===== src/rtl/stopwatch_pkg.sv =====
// Shared definitions for the stopwatch control block: FSM encodings and
// default timing constants for a 50 MHz system clock.
package stopwatch_pkg;

    // 20 ms debounce window at 50 MHz.
    localparam int DEFAULT_DEBOUNCE_CYCLES = 1000000;
    // 10 ms count period at 50 MHz.
    localparam int DEFAULT_TICK_CYCLES     = 500000;

    // Run-state encoding; 2'b11 is never entered and falls back to idle.
    typedef enum logic [1:0] {
        ST_IDLE  = 2'b00,
        ST_RUN   = 2'b01,
        ST_PAUSE = 2'b10
    } run_state_t;

endpackage


===== src/rtl/key_debounce.sv =====
// One board key: 2-flop synchronizer, stability debounce and press-edge
// detection. The key is active-low; "level" is the accepted (debounced)
// level and "press" is a single-cycle pulse on an accepted 1->0 change.
module key_debounce
    import stopwatch_pkg::*;
#(
    parameter int DEBOUNCE_CYCLES = DEFAULT_DEBOUNCE_CYCLES
) (
    input  logic clk,
    input  logic reset,
    input  logic key_n,
    output logic level,
    output logic press
);

    localparam int CNT_W = (DEBOUNCE_CYCLES > 1) ? $clog2(DEBOUNCE_CYCLES) : 1;
    localparam logic [CNT_W-1:0] CNT_LAST = CNT_W'(DEBOUNCE_CYCLES - 1);

    logic             sync1;
    logic             sync2;
    logic [CNT_W-1:0] cnt;
    logic             level_q;

    // Bring the raw key into the clock domain; idle (released) level is 1.
    always_ff @(posedge clk or posedge reset) begin
        if (reset) begin
            sync1 <= 1'b1;
            sync2 <= 1'b1;
        end else begin
            sync1 <= key_n;
            sync2 <= sync1;
        end
    end

    // Accept a new level only after it has differed for DEBOUNCE_CYCLES
    // consecutive cycles; any return to the accepted level restarts the count.
    always_ff @(posedge clk or posedge reset) begin
        if (reset) begin
            cnt   <= '0;
            level <= 1'b1;
        end else if (sync2 == level) begin
            cnt <= '0;
        end else if (cnt == CNT_LAST) begin
            cnt   <= '0;
            level <= sync2;
        end else begin
            cnt <= cnt + 1'b1;
        end
    end

    // Registered falling-edge detect on the accepted level; releases are silent.
    always_ff @(posedge clk or posedge reset) begin
        if (reset) begin
            level_q <= 1'b1;
            press   <= 1'b0;
        end else begin
            level_q <= level;
            press   <= level_q & ~level;
        end
    end

endmodule


===== src/rtl/stopwatch_ctrl.sv =====
// Stopwatch control: debounces three keys, runs the idle/run/pause FSM,
// generates the counter tick and clear pulses and the display-freeze flag.
// The exposed run_state is the FSM state register itself.
module stopwatch_ctrl
    import stopwatch_pkg::*;
#(
    parameter int DEBOUNCE_CYCLES = DEFAULT_DEBOUNCE_CYCLES,
    parameter int TICK_CYCLES     = DEFAULT_TICK_CYCLES
) (
    input  logic       clk,
    input  logic       reset,
    input  logic       key_reset_n,
    input  logic       key_start_pause_n,
    input  logic       key_display_stop_n,
    output logic       count_tick,
    output logic       counter_clear,
    output logic       display_follow,
    output logic [1:0] run_state,
    output logic [3:0] led
);

    localparam int TICK_W = (TICK_CYCLES > 1) ? $clog2(TICK_CYCLES) : 1;
    localparam logic [TICK_W-1:0] TICK_LAST = TICK_W'(TICK_CYCLES - 1);

    logic              reset_ev;
    logic              start_ev;
    logic              disp_ev;
    logic              reset_lvl;
    logic              start_lvl;
    logic              disp_lvl;
    run_state_t        state;
    run_state_t        state_next;
    logic              follow_next;
    logic [TICK_W-1:0] tick_cnt;

    key_debounce #(.DEBOUNCE_CYCLES(DEBOUNCE_CYCLES)) u_key_reset (
        .clk   (clk),
        .reset (reset),
        .key_n (key_reset_n),
        .level (reset_lvl),
        .press (reset_ev)
    );

    key_debounce #(.DEBOUNCE_CYCLES(DEBOUNCE_CYCLES)) u_key_start (
        .clk   (clk),
        .reset (reset),
        .key_n (key_start_pause_n),
        .level (start_lvl),
        .press (start_ev)
    );

    key_debounce #(.DEBOUNCE_CYCLES(DEBOUNCE_CYCLES)) u_key_display (
        .clk   (clk),
        .reset (reset),
        .key_n (key_display_stop_n),
        .level (disp_lvl),
        .press (disp_ev)
    );

    // Next state and display flag; a reset event overrides start and display.
    always_comb begin
        state_next  = state;
        follow_next = display_follow;
        if (reset_ev) begin
            state_next = ST_IDLE;
        end else begin
            case (state)
                ST_IDLE:  if (start_ev) state_next = ST_RUN;
                ST_RUN:   if (start_ev) state_next = ST_PAUSE;
                ST_PAUSE: if (start_ev) state_next = ST_RUN;
                default:  state_next = ST_IDLE;
            endcase
        end
        if (reset_ev) begin
            follow_next = 1'b1;
        end else if (disp_ev) begin
            follow_next = ~display_follow;
        end
    end

    // FSM, tick divider and all registered outputs.
    always_ff @(posedge clk or posedge reset) begin
        if (reset) begin
            state          <= ST_IDLE;
            tick_cnt       <= '0;
            count_tick     <= 1'b0;
            counter_clear  <= 1'b0;
            display_follow <= 1'b1;
            led            <= 4'b0000;
        end else begin
            state          <= state_next;
            display_follow <= follow_next;
            counter_clear  <= reset_ev;
            count_tick     <= 1'b0;
            // Pause leaves tick_cnt untouched so the partial period resumes.
            if (reset_ev || state == ST_IDLE) begin
                tick_cnt <= '0;
            end else if (state == ST_RUN) begin
                if (tick_cnt == TICK_LAST) begin
                    tick_cnt   <= '0;
                    count_tick <= 1'b1;
                end else begin
                    tick_cnt <= tick_cnt + 1'b1;
                end
            end
            led <= {~(reset_lvl & start_lvl & disp_lvl),
                    ~follow_next,
                    state_next == ST_PAUSE,
                    state_next == ST_RUN};
        end
    end

    assign run_state = state;

endmodule


===== config.mk =====
export PLATFORM = sky130hd
export DESIGN_NAME = stopwatch_ctrl
export DESIGN_NICKNAME = d
export VERILOG_FILES = /design/src/rtl/stopwatch_pkg.sv /design/src/rtl/key_debounce.sv /design/src/rtl/stopwatch_ctrl.sv
export SDC_FILE = /design/constraint.sdc
export NUM_CORES = 1
export LEC_CHECK = 0
export CAP_MARGIN = 20
export CORE_UTILIZATION = 40
export CTS_CLUSTER_SIZE = 25
export DETAILED_ROUTE_END_ITERATION = 10
export PLACE_DENSITY = 0.57
export RECOVER_POWER = 50
export SYNTH_ARGS = -nofsm -noshare
export SYNTH_HDL_FRONTEND = slang
export SYNTH_SLANG_ARGS = --single-unit

===== constraint.sdc =====
create_clock -name clk -period 4.3 [get_ports clk]
set_clock_uncertainty 0.2 [all_clocks]
set_input_delay 0.645 -clock clk [delete_from_list [all_inputs] [get_ports clk]]
set_output_delay 0.645 -clock clk [all_outputs]
set_load 0.01 [all_outputs]

# --- Word-level counts from Yosys, hierarchy flattened ---
# Cells that the tools add are included.
classes:
  n_div: 0
  bitwise: 14
  n_reduce_logical: 7
  n_eq_ne: 11
  order_cmp: 0
  mul: 0
  n_addsub: 4
  n_shift: 0
  muxes: 18
ops:
  columns: ["op", "n"]
  rows:
  - ["2-to-1 mux 20 bit", 6]
  - ["adder 20 x 1 -> 20 bit, second input constant", 3]
  - ["equality test 20 bit, second input constant", 3]
  - ["2-to-1 mux 19 bit", 3]
  - ["adder 19 x 1 -> 19 bit, second input constant", 1]
  - ["equality test 19 bit, second input constant", 1]
  - ["NOT 1 bit", 9]
  - ["2-to-1 mux 2 bit", 3]
  - ["AND reduction 2 bit", 3]
  - ["AND 1 bit", 5]
  - ["2-to-1 mux 1 bit", 5]
  - ["equality test 2 x 1 -> 1 bit, second input constant", 2]
  - ["equality test 2 bit, second input constant", 2]
  - ["case mux 2 bit (2 select lines)", 1]
  - ["equality test 1 bit", 3]
  - ["zero test 2 bit", 1]
  - ["nonzero test 2 bit", 1]
  - ["OR reduction 2 bit", 1]
  - ["logical OR 1 bit", 1]
totals:
  out_inout_bits: 9
  mem_bits_ro: 0
  word_cells: 78
  ff_bits: 103
  latchBits: 0
  memories: 0
  ramBits: 0

# --- Longest topological paths before layout ---
# Gate-level depths: netlist (run 1).
depth:
  word_depth: 5
  mapped_depth: 7
  ltp_nobuf: 5

# --- Modules after synthesis ---
# From an unflattened synthesis (run 1), not the netlist that was laid out.
unflattened:
  cells_unflattened: 460
  area_unflattened_um2: 4936.0
by_module_without_submodules:
  columns: ["mod", "cells_each", "n_inst", "area_per_inst_um2"]
  rows:
  - ["key_debounce", 111, 3, 1211.2]
  - ["stopwatch_ctrl", 127, 1, 1302.5]

# --- Least setup slack after synthesis (run 1) ---
# No wires, ideal clock.
synth_timing:
  path_type: "register -> register"
  from: "reg u_key_reset.cnt[15]"
  to: "reg u_key_reset.cnt[10]"
  stages_incl_launch_ff: 6
  path_slack_ns: 2.230
  arrival_ns: 1.751
  setup_time_ns: 0.119
  synth_period_minus_slack_ns: 2.070
  n_path_buf: 1
  cell_sequence: "dfrtp_1 -> or4_1 -> or4_4 -> nand2_4 -> buf_12 -> nor2_1"
synth_via:
  elab_chain_cells: 3
synth_lines:
  columns: ["element", "line_no", "text"]
  rows:
  - ["start: declaration", "key_debounce.sv:21", "logic [CNT_W-1:0] cnt;"]
  - ["start signal: assignment", "key_debounce.sv:47", "cnt <= cnt + 1'b1;"]
  - ["equality test 20 bit", "key_debounce.sv:43", "end else if (cnt == CNT_LAST) begin"]
  - ["2-to-1 mux 20 bit", "key_debounce.sv:43", null]
  - ["2-to-1 mux 20 bit", "key_debounce.sv:41", "end else if (sync2 == level) begin"]
# No other way between the ends.
# A chain may end at the register's enable or synchronous reset.

==> results list, run 1 <==
* Run status: finished with violations
* Violated checks: max-capacitance violations, max-slew violations
* Quantity of gates resized following cts: 0
- Total CTS buffers: 9
- Proportion of synthesized chip area in sequential cells: 0.5502
- Clk network pwr share: 0.452
- For the worst-skew pair, the clock arrives at the later sink with an insertion delay of 350 ps.
- Final clock period utilization by the worst path: 0.6819
- After detailed routing, the number of vias per cell comes to 5.157.
* Number of routed nets with antenna violations: 0
- The slowest stage of the critical path belongs to the cell sky130_fd_sc_hd__clkinvlp_2.
* Cell Pwr Density: 358.5 nW/um^2
- The worst-case IR drop observed on VDD is 0.3049 mV.
- Counting distinct cell types in the post-synthesis netlist gives 43.
- Leaving out fill and tap cells, the most frequent cell in the layout is sky130_fd_sc_hd__dfrtp_1.
- TritonCTS clock tree: built
* Startpoint of the lowest-slack register-to-register path: u_key_start.cnt[2]
- For this block, the via count after detailed routing is about 3200.
- For this run, the leading register cell type out of synthesis is sky130_fd_sc_hd__dfrtp_1.
- Switching part of the total: 0.2233
* Setup WS pre-CTS: 1962 ps
* Register bit count reported by yosys: 103
* Largest cells by area after synthesis: sky130_fd_sc_hd__dfrtp_1 48%, sky130_fd_sc_hd__dfstp_2 7.2%, sky130_fd_sc_hd__nor2_1 7.0%, sky130_fd_sc_hd__xor2_1 6.5%, sky130_fd_sc_hd__xnor2_1 6.3%
- Register area: 2594 sq um
- Post-synthesis cell count: 453
- In this run, post-CTS hold repair placed 0 buffers.
- Clock Root Buffer: sky130_fd_sc_hd__clkbuf_16
- The routed design could run at a clock period as short as 2932 ps.
* Switching power: 0.0004226 W
- The initial antenna violation count was 0.
* Final core utilization: 0.4602
- Clock-pin slew was measured on the worst setup and hold paths at 70 ps.
- The final max-slew violation count came to 60.
- The pre-antenna-repair detailed-routing pass consisted of 4 iterations.
- Data required time at the worst endpoint: roughly 4600 ps
* Critical path cell sequence: dlygate4sd3_1, clkinvlp_2, buf_4
- Combined area of all synthesized cells: 4715 sq um
* Bufs on Longest Clock Path: 2
* Peak clock frequency supported by timing: 0.3410 GHz
* Area delta synth->final: 11.94%
- Biggest area consumer among synthesized cells: sky130_fd_sc_hd__dfrtp_1
- Count of flip-flops with a built-in enable after synthesis: 0
- Worst Tran Pin Value: between 2000 and 3000 ps
- The floorplan step defined a die boundary enclosing 12220 sq um.
- Highest net fanout along the worst path: 59
- Maximum number of pins on one net before global-route repair: 60
- STA classifies the critical path endpoint as an asynchronous set/reset pin.
- The floorplan step set the die height to 110.6 um.
- GRT Residual Overflow: 0
- Leak pwr: 2.163 nW
* Commonest cells after routing, fill and taps aside: 90 x sky130_fd_sc_hd__dfrtp_1, 88 x sky130_fd_sc_hd__nor2_1, 35 x sky130_fd_sc_hd__xor2_1
- Setup violators final: 0
* Net Count, Synth: 462
- Count of endpoints failing hold in the final timing report: 0
- I/O pin cnt: 14
- WL/cell: 13.55 um
- The H-tree was split into 3 levels.
- The tool flagged a number of max-cap violations equal to 1.
- In the final layout, the multi-input gates occupy 2012 sq um.
- The repair_antennas step left the layout with diodes totalling 0.
- In this run the tool buffered the top-level ports with 13 buffer cells.
* CORE AREA: 11470 sq um
- Postcts setup bufs: 0
- RSZ-0062 raised after global routing: no
* Post-synth ARST share: 1.000
* Total routing resource utilization after global routing: 0.1478
* Fin worst setup slack: between 1000 and 1500 ps
- After detailed routing, the number of remaining DRC violations is 0.
- Measured along the x axis, the die boundary spans 110.6 um.
* Max transition margin: -0.7149
- The initial utilization of the core area, before any placement, comes to 0.4111.
- After the last flow step, the layout net total stands at 478.
* Placer's final routability congestion estimate: 0.8209
- Filler cells: 1074
- The number of global-route vias before repair is slightly above 3000.
- The critical path in this run is classified as input pin to asynchronous set/reset pin.
- At the worst endpoint, the arrival time is around 3200 ps.
- Fraction of power consumed by combinational cells: 0.025
- Detailed placement ended at an HPWL of 5627 um.
- The first global-routing pass estimated between 10000 and 15000 um of wire.
- Yosys warning total: 0
* Detailed-route wire length: 8360 um
* Pint: 0.001470 W
* Register share of total power: 0.523
* DRC marker count from the first detailed-route iteration: 153
* Critical Path Source Type: input pin
- A synthesized cell averages 10.41 sq um.
- In this run the most critical hold path is launched from u_key_reset.sync1.
* Sinks on the clock net: 103
- Count of standard-cell rows: 39
- The share of synthesized area in the top cell type comes to 0.4777.
* Slowest Stage Delay on Critical Path: 1440 ps
- Fraction of layout cells with a size suffix above 1: 0.09072
* First element of the critical path: reset
- The min-delay analysis places its worst path in the category flip-flop to flip-flop.
- For the final routed database, the setup TNS stands at 0 ps.
==> cell usage after synthesis (all sizes together) (4+ instances only) <==
library cell	number
or3	5
nor3	14
and4	4
buf	6
o21ai	4
a21oi	6
clkbuf	4
inv	9
dfrtp	90
xor2	35
mux2	4
nor2	88
nand3	28
xnor2	34
nor4	11
ha	4
nor2b	6
nand4	21
dfstp	13
or4	4
nand2b	4
and3	13
nand2	27
==> registers in the layout (all words and copies together) (netlist names), 2 cells and up <==
register	count
u_key_start.cnt	20
run_state	2
tick_cnt	19
u_key_display.cnt	20
led	4
u_key_reset.cnt	20
==> worst paths after layout <==
check                                       end  slack (ps)  cells after the start
max                              display_follow        1370                      3
min                           u_key_reset.sync2         160                      0
max reg2reg                 u_key_start.cnt[15]        1980                      5
min reg2reg                   u_key_reset.sync2         160                      0
max in group clk            u_key_start.cnt[15]        1980                      5
min in group asynchronous  u_key_display.cnt[9]        1250                      2
==> layout make-up <==
cell class | instances | area share
Clock inverter | 6 | 0.01399
Multi-Input combinational cell | 331 | 0.3812
Timing Repair Buffer | 15 | 0.02750
Tap cell | 143 | 0.03390
Clock buffer | 10 | 0.04528
Sequential cell | 103 | 0.4915
Inverter | 9 | 0.006638
==> cells by family (layout without fill, tap and decap cells) <==
family,count (synthesis),after routing,share of synthesized area
AND/OR/NAND/NOR,238,238,0.2566
multiplexers,4,4,0.01035
adder cells (fa/ha/maj),4,4,0.01062
AO/OA/AOI/OAI,16,16,0.02097
XOR/XNOR,69,69,0.1282
buffers and inverters,19,40,0.02309
flip-flops,103,103,0.5502
==> critical path, delay by kind of cell <==
kind	cells	cell delay [ps]
buffers and inverters	3	2480
==> routing by layer <==
| metal | share of wire | vias to the layer above | global-route usage |
|---|---|---|---|
| met3 | 0.026 | 12 | 0.03897 |
| met4 | 0.017 | 0 | 0.05511 |
| met5 | 0 | - | 0 |
| met1 | 0.51 | 1565 | 0.1968 |
| met2 | 0.45 | 28 | 0.2315 |
| li1 | - | 1577 | - |
==> power groups by stage <==
| stage | clock, W | combinational, W | sequential, W |
|---|---|---|---|
| after floorplan | 0 | 0.0000380 | 0.00101 |
| after global placement | 0 | 0.0000502 | 0.00101 |
| after detailed placement | 0 | 0.0000506 | 0.00101 |
| after CTS | 0.000879 | 0.0000511 | 0.000990 |
| after global routing | 0.000913 | 0.0000561 | 0.000992 |
| final | 0.000855 | 0.0000471 | 0.000990 |
==> through the flow <==
step / std cells / area, sq um / hold WS [ps] / total power, W
6_report: 617 / 5278 / 162.4 / 0.001892
5_1_grt: 617 / 5278 / 166.2 / 0.001961
4_1_cts: 617 / 5279 / 163.3 / 0.001920
3_3_place_gp: 601 / 4966 / 148.9 / 0.001058
3_5_place_dp: 601 / 4966 / 152.2 / 0.001059
2_1_floorplan: 453 / 4715 / 145.2 / 0.001044
Power figures use the tool's default switching activity.
==> run 2: changes to the inputs <==
--- a/config.mk
+++ b/config.mk
@@ -9,7 +9,7 @@
 export CORE_UTILIZATION = 40
 export CTS_CLUSTER_SIZE = 25
 export DETAILED_ROUTE_END_ITERATION = 10
-export PLACE_DENSITY = 0.57
+export PLACE_DENSITY = 0.59
 export RECOVER_POWER = 50
 export SYNTH_ARGS = -nofsm -noshare
 export SYNTH_HDL_FRONTEND = slang
==> constraint.sdc (replaced) <==
create_clock -name clk -period 2.4 [get_ports clk]
set_clock_uncertainty 0.2 [all_clocks]
set_input_delay 0.36 -clock clk [delete_from_list [all_inputs] [get_ports clk]]
set_output_delay 0.36 -clock clk [all_outputs]
set_load 0.01 [all_outputs]
==> run 2 against run 1 <==
The run now ends clean. Register-to-register slack worse by 1800 ps. Worst setup slack worse by 1200 ps. Sequential power is 79% higher. Non-clock buffer count is 4 higher. Worst hold slack worse by 6.4 ps. Via count is 0.16% lower. Count of clock-buffer cells in the layout is 1 higher. Combinational power is 83% higher. Clock power is 86% higher. Largest power group unchanged. Highest routed layer unchanged.
==> results list, run 2 (synthesis gave the netlist of run 1 again) <==
- The run finished with clean final reports.
* Die Outline Area: 12220 sq um (unchanged)
- The worst endpoint required time is 2410 ps (-2150 ps).
- Number of violations of the max-capacitance limit: 0 (-1)
- On the critical path, the stage with the largest delay is an instance of sky130_fd_sc_hd__or4b_2.
- Sinks on the clock net: 103 (unchanged)
- The wire length reported by the detailed router was 8077 um (-3.4%).
* Critical Path Source Type: flip-flop
* Area delta synth->final: 12.87%
- The final net count was 482 (+0.84%).
- Hold_sp: u_key_reset.sync1
- Kind of cell with the highest combined delay on the critical path: simple AND/OR/NAND/NOR gates
- Antenna violations before repair: 0 (unchanged)
- The worst register-to-register path ends at tick_cnt[1].
* Leak pwr: 2.179 nW (+0.77%)
* Min-Delay Path Class: flip-flop to flip-flop
* Final number of max-transition violations: 0 (-100%)
* Cell area reported after detailed placement: 5022 sq um (+1.1%)
* Bufs on Longest Clock Path: 2 (unchanged)
* Worst-case vdd ir drop: 0.4358 mV (+43%)
- The horizontal die dimension came to 110.6 um (unchanged).
- Pint: 0.002749 W (+87%)
- Worst path arrival time: 2250 ps (-950 ps)
- The delay of the slowest critical-path stage is 690 ps (-750 ps).
- Sum Neg Setup Slack: 0 ps (unchanged)
- Setup repair after global routing left no endpoint under its margin.
- Hold Path Sink: u_key_reset.sync2
- The number of I/O port buffers came to 13 (unchanged).
- Max transition margin: 0.3170 (+1.032)
- Count of standard-cell rows: 39 (unchanged)
* Die Ht: 110.6 um (unchanged)
- The cell depth of the worst flop-to-flop path came to 5 (unchanged).
- Switching power: 0.0007007 W (+66%)
- Of the available clock period, the critical path in the final layout requires 0.9337.
- Endpoint type of the worst setup path: flip-flop
- Postcts setup bufs: 0 (unchanged)
* Placer's final routability congestion estimate: 0.7837 (-4.5%)
- Hold-fix buffers, CTS: 0 (unchanged)
- In the final layout, the registers with the most flip-flops are u_key_display.cnt (20), u_key_reset.cnt (20), u_key_start.cnt (20).
- The sequential cell fraction of total power came to 0.514 (-0.009).
* Depth of the CTS H-tree: 3 (unchanged)
- Timing would allow up to 0.4463 GHz.
- The switching part of the total power came to 0.2031 (-0.02018).
* WL/cell: 13.01 um (-4.0%)
* WHS: 156.0 ps (-6.374 ps)
- Number of DRC violations after detailed routing: 0 (unchanged)
- The largest net degree at the start of global routing is 39 (-35%).
* Starting utilization of the core area: 0.4111 (unchanged)
* Detail-routed via count per cell: 5.116 (-0.80%)
* Global-route wire length before repair: 14780 um (+0.23%)
- The total power divided by cell area is 648.2 nW/um^2 (+81%).
* Clk network pwr share: 0.460 (+0.008)
* CORE AREA: 11470 sq um (unchanged)
- The clock transition at the registers of the reported paths is 70 ps (about the same).
- GRT Residual Overflow: 0 (unchanged)
- The largest driver fanout on the critical path came to 4 (-93%).
- The final core utilization came to 0.4640 (+0.003819).
- I/O pin cnt: 14 (unchanged)
- The total of endpoints with negative setup slack in the final report was 0 (unchanged).
* Total routing resource utilization after global routing: 0.1483 (+0.0004506)
- The hold path depth was 0 (unchanged).
- Number of inserted diodes: 0 (unchanged)
- Count of endpoints failing hold in the final timing report: 0 (unchanged)
- The final instance area was 5321 sq um (+0.83%).
* DRC marker count from the first detailed-route iteration: 126 (-18%)
- TritonCTS built the clock tree.
- In this run the critical register-to-register path is launched from tick_cnt[12].
- Worst-Skew Late Latency: 340 ps (about the same)
- The internal reg-to-reg setup slack came to 160 ps (-1820 ps).
- The critical path in this run is classified as flip-flop to flip-flop.
- Critical path cell sequence: or4b_2, nor4_2, nand3_1, a32oi_1, nor2_1
* Number of routed nets with antenna violations: 0 (unchanged)
- Number of global-route vias before repair: 3175 (+2.6%)
- The placed wire-length estimate after detailed placement came to 5530 um (-1.7%).
- The library cell used most frequently in the layout, excluding fill and tap cells, is sky130_fd_sc_hd__dfrtp_1.
- Total CTS buffers: 9 (unchanged)
- First-pass iteration count of the detailed router: 4 (unchanged)
* Worst Tran Pin Value: 1019 ps (-1539 ps)
- The top cell types in the final layout, fill and taps aside, are 90 x sky130_fd_sc_hd__dfrtp_1, 88 x sky130_fd_sc_hd__nor2_1, 35 x sky130_fd_sc_hd__xor2_1.
* Shortest clock period the worst path allows after layout: 2241 ps
- The part of the power in combinational logic is 0.025 (about the same).
- The via count was 3177 (-0.16%).
- The buffers plus inverters on the worst setup path is 0 (-3).
* Fraction of layout cells with a size suffix above 1: 0.09414 (+0.003425)
* Clock Root Buffer: sky130_fd_sc_hd__clkbuf_16
run 2: worst max-delay path by stage:
stage / slack (ps) / endpoint / startpoint / cells after the start
floorplan: 330 / u_key_reset.cnt[12] / u_key_reset.cnt[15] / 5
global placement: 120 / u_key_display.cnt[11] / u_key_display.cnt[11] / 4
detailed placement: 100 / u_key_display.cnt[14] / u_key_display.cnt[11] / 4
CTS: 70 / u_key_display.cnt[10] / u_key_display.cnt[11] / 4
global route: 10 / u_key_display.cnt[10] / u_key_display.cnt[11] / 4
finish: 160 / tick_cnt[1] / tick_cnt[12] / 5
run 2: routing by layer:
| metal | vias to the layer above | GRT usage | part of all wire |
|---|---|---|---|
| met1 | 1551 | 0.1937 | 0.49 |
| met4 | 0 | 0.05067 | 0.011 |
| met2 | 29 | 0.2385 | 0.47 |
| met5 | - | 0 | 0 |
| met3 | 11 | 0.03952 | 0.028 |
| li1 | 1586 | - | - |
run 2: area by class of cell:
type	count	area, sq um
Clock buffer	11	252.7
Fill cell	1054	6146
Sequential cell	103	2594
Inverter	9	35.03
Clock inverter	5	80.08
Multi-Input combinational cell	331	2014
Timing Repair Buffer	19	166.4
Tap cell	143	178.9
run 2: what timing repair did:
item                                   in CTS  in global routing
setup endpoints to repair                   0                 19
resized for setup                           0                  1
endpoints found under the hold margin       0                  0
run 2: power groups by stage:
| stage | sequential, W | combinational [W] | clock [W] |
|---|---|---|---|
| 2_1_floorplan | 0.00180 | 0.0000685 | 0 |
| 3_3_place_gp | 0.00181 | 0.0000971 | 0 |
| 3_5_place_dp | 0.00181 | 0.0000984 | 0 |
| 4_1_cts | 0.00177 | 0.0000991 | 0.00164 |
| 5_1_grt | 0.00178 | 0.000103 | 0.00170 |
| 6_report | 0.00177 | 0.0000864 | 0.00159 |
run 2: through the flow:
| step | cells | worst slack [ps] | total power (W) |
|---|---|---|---|
| finish | 621 | 159.2 | 0.003449 |
| global route | 621 | 12.96 | 0.003581 |
| CTS | 621 | 66.97 | 0.003516 |
| detailed placement | 605 | 95.72 | 0.001906 |
| global placement | 605 | 121.3 | 0.001903 |
| floorplan | 453 | 329.9 | 0.001871 |
==> run 3: changes to the inputs <==
--- a/config.mk
+++ b/config.mk
@@ -11,6 +11,7 @@
 export DETAILED_ROUTE_END_ITERATION = 10
 export PLACE_DENSITY = 0.59
 export RECOVER_POWER = 50
+export SLEW_MARGIN = 25
 export SYNTH_ARGS = -nofsm -noshare
 export SYNTH_HDL_FRONTEND = slang
 export SYNTH_SLANG_ARGS = --single-unit
==> results of run 3 <==
Same layout as run 2: the final DEF is identical, and so are final timing and power.
